### src/rtl/sc_backg_lane_datapath_pkg.sv
// Shared constants for the background lane datapath and its controlling FSM.
package sc_backg_lane_datapath_pkg;

    localparam int unsigned SEL_WIDTH   = 2;
    localparam int unsigned LEVEL_WIDTH = 2;

    localparam logic [SEL_WIDTH-1:0] SEL_CLEAR  = 2'b00;
    localparam logic [SEL_WIDTH-1:0] SEL_LOAD   = 2'b01;
    localparam logic [SEL_WIDTH-1:0] SEL_ROTATE = 2'b10;
    localparam logic [SEL_WIDTH-1:0] SEL_HOLD   = 2'b11;

endpackage

### src/rtl/sc_backg_rate_counter.sv
// Speed counter: counts upcount strobes up to a level-scaled limit and raises
// an active-low move request that persists until the next clear.
module sc_backg_rate_counter
    import sc_backg_lane_datapath_pkg::*;
#(
    parameter int unsigned           COUNTWIDTH  = 24,
    parameter logic [COUNTWIDTH-1:0] COUNT_LIMIT = 24'd12_500_000
) (
    input  logic                   clk,
    input  logic                   rst_n,
    input  logic                   clear,
    input  logic                   upcount_n,
    input  logic [LEVEL_WIDTH-1:0] level,
    output logic                   movement_n_c
);

    logic [COUNTWIDTH-1:0] count;
    logic [COUNTWIDTH-1:0] eff_shift_c;
    logic [COUNTWIDTH-1:0] eff_c;

    // Higher levels divide the period; never let the limit collapse to zero.
    always_comb begin
        eff_shift_c = COUNT_LIMIT >> level;
        eff_c       = (eff_shift_c == '0) ? COUNTWIDTH'(1) : eff_shift_c;
    end

    // Saturating count; clear wins over the upcount strobe.
    always_ff @(posedge clk or negedge rst_n) begin
        if (!rst_n) begin
            count <= '0;
        end else if (clear) begin
            count <= '0;
        end else if (!upcount_n && (count < eff_c)) begin
            count <= count + COUNTWIDTH'(1);
        end
    end

    assign movement_n_c = (count < eff_c);

endmodule

### src/rtl/sc_backg_lane_datapath.sv
// Background lane datapath: holds and rotates one lane's obstacle pattern and
// returns the speed-counter move request to the background FSM.
module sc_backg_lane_datapath
    import sc_backg_lane_datapath_pkg::*;
#(
    parameter int unsigned                 ROTW         = 3,
    parameter int unsigned                 COUNTWIDTH   = 24,
    parameter logic [COUNTWIDTH-1:0]       COUNT_LIMIT  = 24'd12_500_000,
    parameter logic [(2**ROTW)-1:0]        INIT_PATTERN = 8'b1100_0110,
    parameter bit                          DIRECTION    = 1'b0
) (
    input  logic                       SC_BACKGLANE_CLOCK_50,
    input  logic                       SC_BACKGLANE_RESET_InLow,
    input  logic [SEL_WIDTH-1:0]       SC_BACKGLANE_shiftselection_InBus,
    input  logic                       SC_BACKGLANE_upcount_InLow,
    input  logic [LEVEL_WIDTH-1:0]     SC_BACKGLANE_level_InBus,
    input  logic [(2**ROTW)-1:0]       SC_BACKGLANE_data_InBus,
    output logic [(2**ROTW)-1:0]       SC_BACKGLANE_data_OutBus,
    output logic                       SC_BACKGLANE_movement_OutLow,
    output logic [ROTW-1:0]            SC_BACKGLANE_rotidx_OutBus,
    output logic                       SC_BACKGLANE_wrap_OutHigh
);

    localparam int unsigned DATAWIDTH = 2**ROTW;

    logic                 clk;
    logic                 rst_n;
    logic [SEL_WIDTH-1:0] sel;
    logic [DATAWIDTH-1:0] rotated_c;

    assign clk   = SC_BACKGLANE_CLOCK_50;
    assign rst_n = SC_BACKGLANE_RESET_InLow;
    assign sel   = SC_BACKGLANE_shiftselection_InBus;

    // Left rotation moves the MSB into bit 0; right rotation the reverse.
    always_comb begin
        if (DIRECTION) begin
            rotated_c = {SC_BACKGLANE_data_OutBus[0], SC_BACKGLANE_data_OutBus[DATAWIDTH-1:1]};
        end else begin
            rotated_c = {SC_BACKGLANE_data_OutBus[DATAWIDTH-2:0], SC_BACKGLANE_data_OutBus[DATAWIDTH-1]};
        end
    end

    // Pattern, rotation phase and wrap pulse.
    always_ff @(posedge clk or negedge rst_n) begin
        if (!rst_n) begin
            SC_BACKGLANE_data_OutBus   <= INIT_PATTERN;
            SC_BACKGLANE_rotidx_OutBus <= '0;
            SC_BACKGLANE_wrap_OutHigh  <= 1'b0;
        end else begin
            SC_BACKGLANE_wrap_OutHigh <= 1'b0;
            case (sel)
                SEL_CLEAR: begin
                    SC_BACKGLANE_data_OutBus   <= '0;
                    SC_BACKGLANE_rotidx_OutBus <= '0;
                end
                SEL_LOAD: begin
                    SC_BACKGLANE_data_OutBus   <= SC_BACKGLANE_data_InBus;
                    SC_BACKGLANE_rotidx_OutBus <= '0;
                end
                SEL_ROTATE: begin
                    SC_BACKGLANE_data_OutBus   <= rotated_c;
                    SC_BACKGLANE_rotidx_OutBus <= SC_BACKGLANE_rotidx_OutBus + ROTW'(1);
                    SC_BACKGLANE_wrap_OutHigh  <= (SC_BACKGLANE_rotidx_OutBus == ROTW'(DATAWIDTH-1));
                end
                default: begin
                end
            endcase
        end
    end

    // Any command other than hold consumes (or discards) the pending move.
    sc_backg_rate_counter #(
        .COUNTWIDTH  (COUNTWIDTH),
        .COUNT_LIMIT (COUNT_LIMIT)
    ) u_rate_counter (
        .clk          (clk),
        .rst_n        (rst_n),
        .clear        (sel != SEL_HOLD),
        .upcount_n    (SC_BACKGLANE_upcount_InLow),
        .level        (SC_BACKGLANE_level_InBus),
        .movement_n_c (SC_BACKGLANE_movement_OutLow)
    );

endmodule

### config.mk
export PLATFORM = sky130hd
export DESIGN_NAME = sc_backg_lane_datapath
export DESIGN_NICKNAME = d
export VERILOG_FILES = /design/src/rtl/sc_backg_lane_datapath_pkg.sv /design/src/rtl/sc_backg_rate_counter.sv /design/src/rtl/sc_backg_lane_datapath.sv
export SDC_FILE = /design/constraint.sdc
export NUM_CORES = 1
export LEC_CHECK = 0
export BUFFER_PORTS_ARGS = -buffer_cell sky130_fd_sc_hd__buf_2
export CORE_MARGIN = 4
export CORE_UTILIZATION = 44
export DETAILED_ROUTE_END_ITERATION = 16
export GPL_TIMING_DRIVEN = 0
export HOLD_SLACK_MARGIN = 0.02
export PLACE_DENSITY_LB_ADDON = 0.08
export RECOVER_POWER = 100
export SYNTH_ARGS = -nofsm -noshare
export SYNTH_HDL_FRONTEND = slang
export SYNTH_SLANG_ARGS = --single-unit
export TNS_END_PERCENT = 10
### constraint.sdc
create_clock -name SC_BACKGLANE_CLOCK_50 -period 2.6 [get_ports SC_BACKGLANE_CLOCK_50]
set_input_delay 0.13 -clock SC_BACKGLANE_CLOCK_50 [delete_from_list [all_inputs] [get_ports SC_BACKGLANE_CLOCK_50]]
set_output_delay 0.13 -clock SC_BACKGLANE_CLOCK_50 [all_outputs]
set_load 0.1 [all_outputs]
==> results.toml <==
[synth]
synth_xor_area_share_pct = 0
yosys.area_share.simple_pct = 19.6
syn_nets = 300
yosysSeqAreaShare_pct = 37.5
synth_compound_area_share_pct = 25.2
synth_top_family_by_area = "compound AO/OA/AOI/OAI gates"
ys_types = 49
synth.top_cell.area_share_pct = 33.2
synth_area_um2 = 2410
yosysWarnings = 0
synthFlopType = "dfrtp_1"
synth.mux.area_fraction_pct = 0.415
synth_edf_count = 0
syn-instance-count = 262
yosysTopAreaCell = "dfrtp_1"
ys_seq_elements = 36
synth_area_leaders = "dfrtp_1, ha_1, nand2_1"
synthAdderAreaFrac_pct = 11.9
async_flop_share_pct = 100
syn_avg_cell_area_um2 = 9.22

[global_route]
grt_pass1_vias = 2035
grt_pass1_wl_um = 9920
grt.total_usage_pct = 19.1
antenna_found_initial = 0
gr-total-overflow = 0
grt_max_degree = 37

[worst_setup_path]
r2r_start = "u_rate_counter.count[11]"
crit_required_ps = 2800
arrival_ps = 2740
path_class = "reg2reg"
cp-startpoint = "u_rate_counter.count[11]"
crit_path_end_kind = "flop"
cp_max_fo = 9
crit_path_start_kind = "flop"

[run]
maxCapViolCount = 0

[routing]
routed_wl_um = 5780
vias_per_cell = 5.71
ant_nets = 0
wl_per_cell_um = 15.4
vias = 2146
dr.pass1.iters = 4
drt_iter0_drc = 79
drcViolationCount = 0

[finish]
nets = 343
antennaDiodeCount = 0
synthToLayoutAreaGrowth_pct = 17.2
drive_above_1_share_pct = 19.0
postLayoutCoreUtil_pct = 54.4
finalInstanceArea_um2 = 2830
fillCellCount = 510

[sta]
max_freq_ghz = 0.393
setup_tns_ps = 0
slew_violations = 0
rsz0062_at_grt = "no"
final-setup-viol-count = 0
worst_pin_slew_ps = 1170
period_minus_slack_ps = 2550
finalClockSkew_ps = 6.80
hold_viol = 0
final.period_utilization_pct = 97.9
max_slew_margin_pct = 22.1

[floorplan]
die_h_um = 82.1
initial_core_util_pct = 46.4
row_count = 26
die_w_um = 82.1
die_area_um2 = 6740
ios = 28
coreArea_um2 = 5200

[run_status]
status = "completed"

[placement]
port_buffers = 27
placed_cell_area_um2 = 2640
finalWeightedCongestion = 0.812
place_hpwl_um = 4160

[min_path]
hold_path.class = "in2reg"
min_from = "SC_BACKGLANE_upcount_InLow"

[power]
vdd_drop_max_uv = 229
p_leak_uw = 0.00118
power.total_uw = 1130
p_per_area_nw_per_um2 = 400

[cts]
ctsLongestPathBuffers = 2
cts-root-buf = "clkbuf_8"
cts.clk_slew.worst_paths_ps = 70
htreeDepth = 2
clock_latency_ps = 290
cts_made_buffers = 5
cts_tree = "done"
cts_sinks = 36
-- cell usage after synthesis, types with 5 or more instances --
cell type / n
nand4_1: 5
nand3_1: 10
a21oi_1: 20
clkbuf_1: 5
o21ai_1: 7
nand2_1: 30
o21ai_0: 17
o31ai_1: 6
dfrtp_1: 32
or3_1: 14
nand2b_1: 5
a22oi_1: 8
inv_1: 13
or4_1: 5
ha_1: 23
-- worst max-delay path: stages (launching register included) --
cell and delay (ps):
dfrtp_1 400, ha_1 290, and2_1 190, a31o_2 270, a211oi_4 290, o211ai_4 130, buf_4 200, or4_1 510
a21oi_1 180
-- what timing repair did --
item,in CTS,in global routing
hold endpoints to repair,32,0
endpoints found under the setup margin,1,7
setup buffers,3,5
gates resized for setup,7,9
pin swaps,2,5
hold buffers,1,0
-- through the flow --
stage	std cells	worst slack, ps	hold slack [ps]
finish	376	54.9	99.1
global route	376	2.07	121
CTS	371	7.24	93.9
detailed placement	359	-162	279
global placement	359	-136	288
floorplan	262	75.7	-166
-- metal layers --
| layer | share of wire, % | global-route usage, % | wire (µm) | vias to the layer above |
|---|---|---|---|---|
| met5 | 0 | 0 | 0 | - |
| met4 | 1.2 | 4.82 | 72 | 0 |
| met3 | 4.0 | 3.95 | 233 | 9 |
| met2 | 46 | 29.1 | 2670 | 43 |
| met1 | 49 | 27.5 | 2810 | 1030 |
| li1 | - | - | - | 1064 |
-- layout make-up --
type                            count  area [µm²]  share of cell area [%]
Buffer                             13        72.6                    2.56
Clock buffer                        7        76.3                    2.70
Clock inverter                      1        8.76                   0.309
Inverter                           15        56.3                    1.99
Multi-Input combinational cell    198        1420                    50.0
Sequential cell                    36         911                    32.2
Tap cell                           70        87.6                    3.09
Timing Repair Buffer               36         203                    7.16
-- path summary, 6_finish.rpt --
path                                               end  slack (ps)  depth (start not counted)
max                           u_rate_counter.count[15]          50                          8
min                            u_rate_counter.count[1]         100                          2
max reg2reg                   u_rate_counter.count[15]          50                          8
min reg2reg                SC_BACKGLANE_data_OutBus[6]         500                          2
max in group asynchronous     u_rate_counter.count[13]        1550                          2
min in group asynchronous     u_rate_counter.count[11]         480                          2
-- placed cells by master (no fill, tap or decap), types with 7 or more instances in the layout --
master	count
nand3_1	9
inv_1	12
o21ai_1	7
buf_2	16
or3_1	14
dfrtp_1	28
nand2_1	30
buf_4	9
clkbuf_1	21
o21ai_0	17
a21oi_1	20
ha_1	23
a22oi_1	8
-- sequential cells by signal (all words and copies together) (netlist names) --
name,cells
SC_BACKGLANE_wrap_OutHigh,1
SC_BACKGLANE_rotidx_OutBus,3
u_rate_counter.count,24
SC_BACKGLANE_data_OutBus,8
-- power by group --
group	internal (µW)	leakage (µW)	switching [µW]
registers	571	0.000479	7.37
clock network	191	0.0000424	202
logic	34.6	0.000659	127
-- cells by family after synthesis --
kind of cell               Yosys count
AOI/OAI and AO/OA                   85
adders and majority gates           23
buffers and inverters               28
DFF                                 36
muxes                                1
and+or+nand+nor                     89
Power figures use the tool's default switching activity.
